File: src/rtl/shifter_pipe.sv
// shifter_pipe -- pipelined ARM-style barrel shifter producing shifter_operand
// and shifter carry-out. It handles both immediate and register-specified
// shift amounts, with full Rs[7:0] semantics in register mode.
//
// Parameters
//   WIDTH  : operand width (power of two, >= 8)
//   STAGES : 1 = decode and shift in one stage; 2 = stage A decodes, stage B shifts
//   TAG_W  : sideband tag width, passed through unchanged
//
// Ports
//   clk, rst         : clock, synchronous active-high reset
//   in_valid/ready   : input handshake. in_ready is combinational from out_ready.
//   shift_in         : operand (Rm)
//   shift_type       : 00 LSL, 01 LSR, 10 ASR, 11 ROR
//   reg_mode         : 0 = amount from shift_imm, 1 = amount from shift_reg (Rs[7:0])
//   carry_in         : current C flag
//   in_tag / out_tag : sideband tag
//   out_valid/ready  : output handshake. Outputs are held while stalled.
//   shifter_operand, shift_carry_out : result
//
// Optional feature, macro SHIFTER_PIPE_FLAGS_EN
//   Adds result_zero / result_neg, which are registered with the result.
module shifter_pipe #(
  parameter int WIDTH  = 32,
  parameter int STAGES = 2,
  parameter int TAG_W  = 4
) (
  input  logic                     clk,
  input  logic                     rst,
  input  logic                     in_valid,
  output logic                     in_ready,
  input  logic [WIDTH-1:0]         shift_in,
  input  logic [1:0]               shift_type,
  input  logic                     reg_mode,
  input  logic [$clog2(WIDTH)-1:0] shift_imm,
  input  logic [7:0]               shift_reg,
  input  logic                     carry_in,
  input  logic [TAG_W-1:0]         in_tag,
  output logic                     out_valid,
  input  logic                     out_ready,
  output logic [WIDTH-1:0]         shifter_operand,
  output logic                     shift_carry_out,
  output logic [TAG_W-1:0]         out_tag
`ifdef SHIFTER_PIPE_FLAGS_EN
  ,
  output logic                     result_zero,
  output logic                     result_neg
`endif
);

  localparam int AW = $clog2(WIDTH);

  typedef enum logic [2:0] {
    C_NORMAL, C_ZERO, C_SIGNFILL, C_PASS, C_RRX
  } code_e;

  // Decoded beat. 'sc' is the carry for every special code, so the shift
  // stage only has to derive the carry for normal shifts (1..WIDTH-1).
  typedef struct packed {
    logic [WIDTH-1:0] opnd;
    logic [1:0]       typ;
    logic [AW-1:0]    amt;
    code_e            code;
    logic             cin;
    logic             sc;
    logic [TAG_W-1:0] tag;
  } dec_t;

  dec_t          dec_now, b_src;
  logic          b_src_vld, b_adv, b_vld;
  logic [AW-1:0] s_lo;
  int            s_int;

  // ---------------- decode ----------------
  always_comb begin
    s_int        = int'(shift_reg);
    // For LSL/LSR/ASR with S < WIDTH this is S itself. For ROR it is S mod WIDTH.
    s_lo         = AW'(shift_reg);
    dec_now.opnd = shift_in;
    dec_now.typ  = shift_type;
    dec_now.amt  = reg_mode ? s_lo : shift_imm;
    dec_now.code = C_NORMAL;
    dec_now.cin  = carry_in;
    dec_now.sc   = carry_in;
    dec_now.tag  = in_tag;
    if (!reg_mode) begin
      // An immediate of 0 encodes a special case for every type.
      if (shift_imm == '0) begin
        unique case (shift_type)
          2'b00: dec_now.code = C_PASS;
          2'b01: begin dec_now.code = C_ZERO;     dec_now.sc = shift_in[WIDTH-1]; end
          2'b10: begin dec_now.code = C_SIGNFILL; dec_now.sc = shift_in[WIDTH-1]; end
          default: begin dec_now.code = C_RRX;    dec_now.sc = shift_in[0]; end
        endcase
      end
    end else if (shift_reg == 8'd0) begin
      dec_now.code = C_PASS;
    end else begin
      unique case (shift_type)
        2'b00: begin
          if (s_int == WIDTH)     begin dec_now.code = C_ZERO; dec_now.sc = shift_in[0]; end
          else if (s_int > WIDTH) begin dec_now.code = C_ZERO; dec_now.sc = 1'b0; end
        end
        2'b01: begin
          if (s_int == WIDTH)     begin dec_now.code = C_ZERO; dec_now.sc = shift_in[WIDTH-1]; end
          else if (s_int > WIDTH) begin dec_now.code = C_ZERO; dec_now.sc = 1'b0; end
        end
        2'b10: begin
          if (s_int >= WIDTH) begin dec_now.code = C_SIGNFILL; dec_now.sc = shift_in[WIDTH-1]; end
        end
        default: begin
          // A rotate by a nonzero multiple of WIDTH leaves the value unchanged.
          // The carry is then the msb.
          if (s_lo == '0) begin dec_now.code = C_PASS; dec_now.sc = shift_in[WIDTH-1]; end
        end
      endcase
    end
  end

  // ---------------- shift ----------------
  logic [WIDTH-1:0] b_res;
  logic             b_c;
  logic [AW-1:0]    ix_l, ix_r;

  always_comb begin
    // Only used for normal codes, where 1 <= amt <= WIDTH-1. Both indexes are then in range.
    ix_l  = AW'(0) - b_src.amt;   // WIDTH - amt
    ix_r  = b_src.amt - AW'(1);   // amt - 1
    b_res = b_src.opnd;
    b_c   = b_src.sc;
    unique case (b_src.code)
      C_ZERO:     b_res = '0;
      C_SIGNFILL: b_res = {WIDTH{b_src.opnd[WIDTH-1]}};
      C_RRX:      b_res = {b_src.cin, b_src.opnd[WIDTH-1:1]};
      C_NORMAL: begin
        unique case (b_src.typ)
          2'b00: begin b_res = b_src.opnd << b_src.amt;            b_c = b_src.opnd[ix_l]; end
          2'b01: begin b_res = b_src.opnd >> b_src.amt;            b_c = b_src.opnd[ix_r]; end
          2'b10: begin b_res = $signed(b_src.opnd) >>> b_src.amt;  b_c = b_src.opnd[ix_r]; end
          default: begin
            b_res = (b_src.opnd >> b_src.amt) | (b_src.opnd << ix_l);
            b_c   = b_src.opnd[ix_r];
          end
        endcase
      end
      default: ;  // C_PASS: operand and sc unchanged
    endcase
  end

  // ---------------- pipeline control ----------------
  assign b_adv = !b_vld || out_ready;

  generate
    if (STAGES == 2) begin : g_two
      dec_t a_q;
      logic a_vld, a_adv;
      assign a_adv     = !a_vld || b_adv;
      assign in_ready  = a_adv;
      assign b_src     = a_q;
      assign b_src_vld = a_vld;
      always_ff @(posedge clk) begin
        if (rst) begin
          a_vld <= 1'b0;
          a_q   <= '0;
        end else if (a_adv) begin
          a_vld <= in_valid;
          if (in_valid) a_q <= dec_now;
        end
      end
    end else begin : g_one
      assign in_ready  = b_adv;
      assign b_src     = dec_now;
      assign b_src_vld = in_valid;
    end
  endgenerate

  // Final stage. Data only moves when the stage advances, so a stall holds it.
  always_ff @(posedge clk) begin
    if (rst) begin
      b_vld           <= 1'b0;
      shifter_operand <= '0;
      shift_carry_out <= 1'b0;
      out_tag         <= '0;
`ifdef SHIFTER_PIPE_FLAGS_EN
      result_zero     <= 1'b0;
      result_neg      <= 1'b0;
`endif
    end else if (b_adv) begin
      b_vld <= b_src_vld;
      if (b_src_vld) begin
        shifter_operand <= b_res;
        shift_carry_out <= b_c;
        out_tag         <= b_src.tag;
`ifdef SHIFTER_PIPE_FLAGS_EN
        result_zero     <= (b_res == '0);
        result_neg      <= b_res[WIDTH-1];
`endif
      end
    end
  end

  assign out_valid = b_vld;

endmodule

File: config.mk
export PLATFORM = sky130hd
export DESIGN_NAME = shifter_pipe
export DESIGN_NICKNAME = d
export VERILOG_FILES = /design/src/rtl/shifter_pipe.sv
export SDC_FILE = /design/constraint.sdc
export NUM_CORES = 1
export LEC_CHECK = 0
export BUFFER_PORTS_ARGS = -buffer_cell sky130_fd_sc_hd__buf_4
export CORE_AREA = 8 8 227 229
export DETAILED_ROUTE_END_ITERATION = 7
export DIE_AREA = 0 0 235 237
export SYNTH_ARGS = -nofsm -noshare
export SYNTH_HDL_FRONTEND = slang
export SYNTH_SLANG_ARGS = --single-unit
File: constraint.sdc
create_clock -name clk -period 6.1 [get_ports clk]
set_input_delay 0.61 -clock clk [delete_from_list [all_inputs] [get_ports clk]]
set_output_delay 0.61 -clock clk [all_outputs]
set_load 0.03 [all_outputs]
After elaboration in Yosys (flattened, before gate mapping)
Index checks and enable logic that the tools add are counted.

Bitwise gates (word level): 1. Equality and inequality tests: 8. Reductions and logical operators: 14. Shifts and indexed selects: 4. Multiplexer cells: 28. $lt $le $gt $ge: 4. Add/sub/neg operators: 2.

Operators by type and width (number): one-hot mux 32 bit (4 select lines) (1); one-hot mux 32 bit (3 select lines) (1); left shift 32 x 5 -> 32 bit (2); bitwise OR 32 bit (1); >> shifter 32 x 5 -> 32 bit (1); >>> shifter 32 x 5 -> 32 bit (1); 2-to-1 mux 1 bit (13); < comparator 5 x 6 -> 1 bit (second input constant) (2); 2-to-1 mux 3 bit (4); binary-select mux 1 bit (select 5 bit) (2); zero test 5 bit (2); one-hot mux 3 bit (3 select lines) (1); equality test 8 x 7 -> 1 bit (second input constant) (1); greater-or-equal comparator 8 x 6 -> 1 bit (second input constant) (1); greater-than comparator 8 x 6 -> 1 bit (second input constant) (1); zero test 8 bit (1); one-hot mux 3 bit (2 select lines) (1); 2-to-1 mux 5 bit (1); subtractor 1 x 5 -> 5 bit (first input constant) (1); subtractor 5 x 1 -> 5 bit (second input constant) (1); equality test 2 x 1 -> 1 bit (second input constant) (2); equality test 2 bit (second input constant) (2); zero test 2 bit (2); 2-to-1 mux 2 bit (2); 10 further kinds (14).

Output and inout bits: 39. Word-level logic and storage cells: 73. Register bits: 87.

Longest topological paths before layout
Depth after elaboration: 6. Depth in mapped cells: 18. Gate-level depth less buffers: 9.

Worst setup path after synthesis
No wires, ideal clock.

Path kind: register to register. Start point: register g_two.a_q (netlist bit b_src[9]). End point: register shift_carry_out. Setup time: 121 ps. Slack: 2350 ps. Stages on the path, launching flop included: 18. Data arrival time: 3629 ps. Path buffers: 9. Path through: dfxtp_1 > buf_6 > buf_4 > inv_1 > buf_4 > buf_2 > buf_4 > buf_2 > ha_1 > buf_4 > buf_2 > clkbuf_1 > mux4_2 > mux4_2 > mux2i_1 > nand3_1 > nand2_1 > o21ai_0.

Cells in the longest elaborated chain, start to end: 5. Elaborated cells on any way between the ends: 8. Those cells by class: add/sub (2); mux (6).

RTL lines: from (decl) (line 155) `dec_t a_q;`; from (signal assigned) (line 167) `if (in_valid) a_q <= dec_now;`; subtractor 5 x 1 -> 5 bit or subtractor 1 x 5 -> 5 bit (tied branches) (line 128, 127); binary-select mux 1 bit (select 5 bit), on equally long branches; 2-to-1 mux 1 bit, on equally long branches; 2-to-1 mux 1 bit (*); 2-to-1 mux 1 bit (*) (line 131) `unique case (b_src.code)`; to (signal assigned) (line 182) `shift_carry_out <= 1'b0;`; to (signal assigned) (line 192) `shift_carry_out <= b_c;`; to (decl) (line 42) `output logic shift_carry_out,`.

Mark *: on every way between the ends. The rest lies on a longest branch, timed or not. The select of a mux whose other input is x is not followed. A chain may end at the register's enable or synchronous reset.

Worst setup path after layout
Start point: register g_two.a_q (netlist bit b_src[10]). End point: register shifter_operand[28].

Cells in the longest elaborated chain, start to end: 5. Elaborated cells on any way between the ends: 8. Those cells by class: add/sub (1); shift (4); mux (2); bitwise (1).

RTL lines: subtractor 1 x 5 -> 5 bit (line 127) `ix_l = AW'(0) - b_src.amt;`; left shift 32 x 5 -> 32 bit (line 141) `b_res = (b_src.opnd >> b_src.amt) | (b_src.opnd << ix_l);`; bitwise OR 32 bit (line 141); one-hot mux 32 bit (3 select lines) (*) (line 136) `unique case (b_src.typ)`; one-hot mux 32 bit (4 select lines) (*) (line 131); to (signal assigned) (line 191) `shifter_operand <= b_res;`; to (decl) (line 41) `output logic [WIDTH-1:0] shifter_operand,`.

Mark *: on every way between the ends. The rest lies on a longest branch, timed or not.

==> reports/qor.csv <==
stage,metric,value,unit
synth,yosys.area.top_type,mux4_2,
grt,antenna_found_initial,3,
pwr,ir_drop,0.1405,mV
synth,synth_area,0.01181,sq mm
timing,slew_violations,0,
floorplan,die_h,237,um
final_layout,final_layout_size_suffix_gt1_frac,0.2218,
place,place_ws,2.041,ns
clock_tree,cts_tree,yes,
place,place_congestion,1.127,
critical_path,setup.worst_path.start,b_src[10]$_SDFFE_PP0P_,
synth,synth_cells,1487,
critical_path,cp-end-kind,flop,
clock_tree,cts_buffers,9,
grt,grt_start_max_net_pins,84,
timing,hold_violations,0,
critical_path,r2r-end,shifter_operand[28]$_SDFFE_PP0P_,
final_layout,final_cells,2070,
clock_tree,postCtsSetupBuffers,0,
floorplan,die_x,235,um
place,post-dp-hpwl,42040,um
clock_tree,clkLatencyLatePin,0.39,ns
synth,synth_ff_type,dfxtp_1,
grt,grt_pass1_vias,12570,
timing,tightest_slew,1.320,ns
drt,vias,13320,
grt,grtUsageTotal,0.2147,
drt,drtPass1Iterations,6,
place,io_buffer_count,95,
clock_tree,hold_buffers,0,
timing,setup_slack,1.990,ns
critical_path,critical_path_class,flop to flop,
drt,wl_per_cell,29.94,um
synth,synth_top_area_frac,0.1851,
synth,synth_edf_count,0,
grt,grt_pass1_wl,90310,um
floorplan,initial_utilization,0.2452,
timing,period_minus_slack,4.110,ns
timing,fin_skew,0.01936,ns
timing,fin_crit_sh,0.6737,
timing,finalSetupViolCount,0,
run_status,status,"complete, no violations",
pwr,power.leakage,4.575,nW
synth,async_flop_share,0,
timing,tns,0,ns
job,maxCapViolations,0,
synth,yosys-top-cells-area,"mux4_2 (19%), dfxtp_1 (15%), mux2i_1 (8.1%)",
final_layout,ff_latch_area,0.001758,sq mm
clock_tree,clk_pin_slew,0.08,ns
timing,rsz0062_at_grt,no,
drt,antenna_left,0,
final_layout,fillerInstances,5216,
clock_tree,clock_sink_count,87,
final_layout,multiInputGateArea,0.009041,sq mm
worst_hold_path,hold_path.class,flop to flop,
final_layout,area_delta_synth_final,9.550,%
timing,fmax,243.3,MHz
clock_tree,cts_buffer_depth,2,
clock_tree,cts_resized,0,
clock_tree,clock-root-buffer,clkbuf_16,
drt,viasPerCell,6.432,
synth,ys_seq_elements,87,
critical_path,setup.worst_path.end,shifter_operand[28]$_SDFFE_PP0P_,
pwr,powerDensity,200.5,mW/mm^2
synth,syn_area_per_cell,7.939,sq um
place,dp.cells,2053,
floorplan,core-area,0.04814,sq mm
drt,drt-total-wl,61970,um
timing,slew-limit-headroom,0.1151,
critical_path,crit_required,6.34,ns
drt,drt_iter0_markers,2266,
synth,synth_nets,1549,
critical_path,worst_ep_arrival_time,4.35,ns
final_layout,fin_nets,1504,
floorplan,io_pins,96,
grt,grt_overflow_total,0,
critical_path,rr_worst_depth,9,
synth,synthesis.yosys.warnings,0,
drt,drc,0,
floorplan,die_area,0.05570,sq mm
clock_tree,h-tree-depth,3,
critical_path,reg2reg_slack,1.99,ns
floorplan,rows,81,
synth,synthDistinctLibCells,90,
synth,yosysSeqAreaShare,0.1475,
critical_path,r2r-start,b_src[10]$_SDFFE_PP0P_,
critical_path,crit_fanout,48,
critical_path,worst_setup_path_start_kind,flop,
==> metrics by stage <==
stage | total power [mW] | utilization | hold WS [ns] | instance area (sq um)
floorplan | 1.506 | - | 0.4322 | 11810
global placement | 1.899 | 0.2619 | 0.4427 | 12610
detailed placement | 1.904 | 0.2619 | 0.4466 | 12610
CTS | 2.544 | 0.2686 | 0.4404 | 12930
global route | 2.671 | 0.2686 | 0.4804 | 12930
finish | 2.593 | 0.2686 | 0.4501 | 12930
==> cells in the mapped netlist (all sizes together), types with 7 or more instances <==
cell type,count
nor2,137
nor3,48
a211o,10
clkbuf,110
mux2i,97
or2,8
nor2b,12
inv,16
o22ai,27
nand4,7
a211oi,31
nand3,21
or3,16
buf,75
o21ai,93
and2,8
o311ai,9
a31oi,16
o221ai,8
nand2,210
o21a,8
a21oi,128
mux2,42
nand2b,9
a221oi,9
dfxtp,87
mux4,99
a22oi,7
o211ai,26
a21o,11
==> layout by cell type, fill, tap and decap left out, drive strengths merged, types with 7 or more instances in the layout <==
cell and instances:
o22ai 27, and2 8, a22oi 7, a21o 11, buf 129, a211oi 31
mux4 99, nor3 48, a211o 10, mux2i 97, dfxtp 87, nor2b 12
o21a 8, a31oi 16, nand4 7, a221oi 9, or3 16, nand3 21
clkbuf 10, o21ai 93, mux2 42, inv 16, or2 8, o211ai 26
nand2b 9, o311ai 9, nor2 137, o221ai 8, a21oi 128, nand2 210
==> cells by family (layout without fill, tap and decap cells) <==
group	after synthesis	in the layout	synth area share
xor+xnor	6	6	0.007314
other cells	0	1	0
flops	87	87	0.1475
fa+ha+maj	5	5	0.005299
simple gates	494	494	0.1858
compound gates	456	456	0.2532
mux	238	238	0.3125
buf+inv	201	161	0.08840
==> power breakdown <==
part / leakage, nW / internal [mW] / switching [mW]
clock network: 0.158 / 0.349 / 0.295
registers: 0.717 / 0.601 / 0.126
logic: 3.70 / 0.446 / 0.776
total: 4.58 / 1.40 / 1.20
==> metal layers <==
metal | GRT usage | share of wire | vias to the layer above
met5 | 0 | 0.00045 | -
met4 | 0.1238 | 0.062 | 4
met3 | 0.05906 | 0.12 | 215
met2 | 0.3245 | 0.43 | 1042
met1 | 0.2720 | 0.38 | 6521
li1 | - | - | 5533
==> registers in the layout, summed over array words and instances (netlist names) <==
name	flops
shift_carry_out	1
b_src	48
b_src_vld	1
out_valid	1
shifter_operand	32
out_tag	4
==> critical path, cell delays in order (launching register included) <==
cell	delay (ns)
dfxtp_4	0.64
inv_2	0.25
ha_2	1.15
mux2_2	0.44
mux2i_1	0.21
inv_1	0.08
mux4_2	0.48
a2111oi_0	0.46
o31a_1	0.19
nor4_2	0.04
==> worst min path at each step <==
stage / cells after the start / startpoint / endpoint / slack (ns)
after floorplan: 2 / b_src[0]$_SDFFE_PP0P_ / out_tag[0]$_SDFFE_PP0P_ / 0.43
after global placement: 2 / b_src[2]$_SDFFE_PP0P_ / out_tag[2]$_SDFFE_PP0P_ / 0.44
after detailed placement: 2 / b_src[2]$_SDFFE_PP0P_ / out_tag[2]$_SDFFE_PP0P_ / 0.45
after CTS: 3 / in_valid / b_src_vld$_SDFFE_PP0N_ / 0.44
after global routing: 3 / shift_in[20] / b_src[36]$_SDFFE_PP0P_ / 0.48
final: 2 / b_src[2]$_SDFFE_PP0P_ / out_tag[2]$_SDFFE_PP0P_ / 0.45
==> final cells by class <==
type,instances,area share
inverters,16,0.004644
clock buffers,10,0.01935
clock inverters,6,0.005708
flip-flops and latches,87,0.1359
diodes,1,0.0001935
multi-input cells,1199,0.6991
well taps,622,0.06018
repair buffers,129,0.07488
Note: power is estimated with default switching activity, not from simulation.
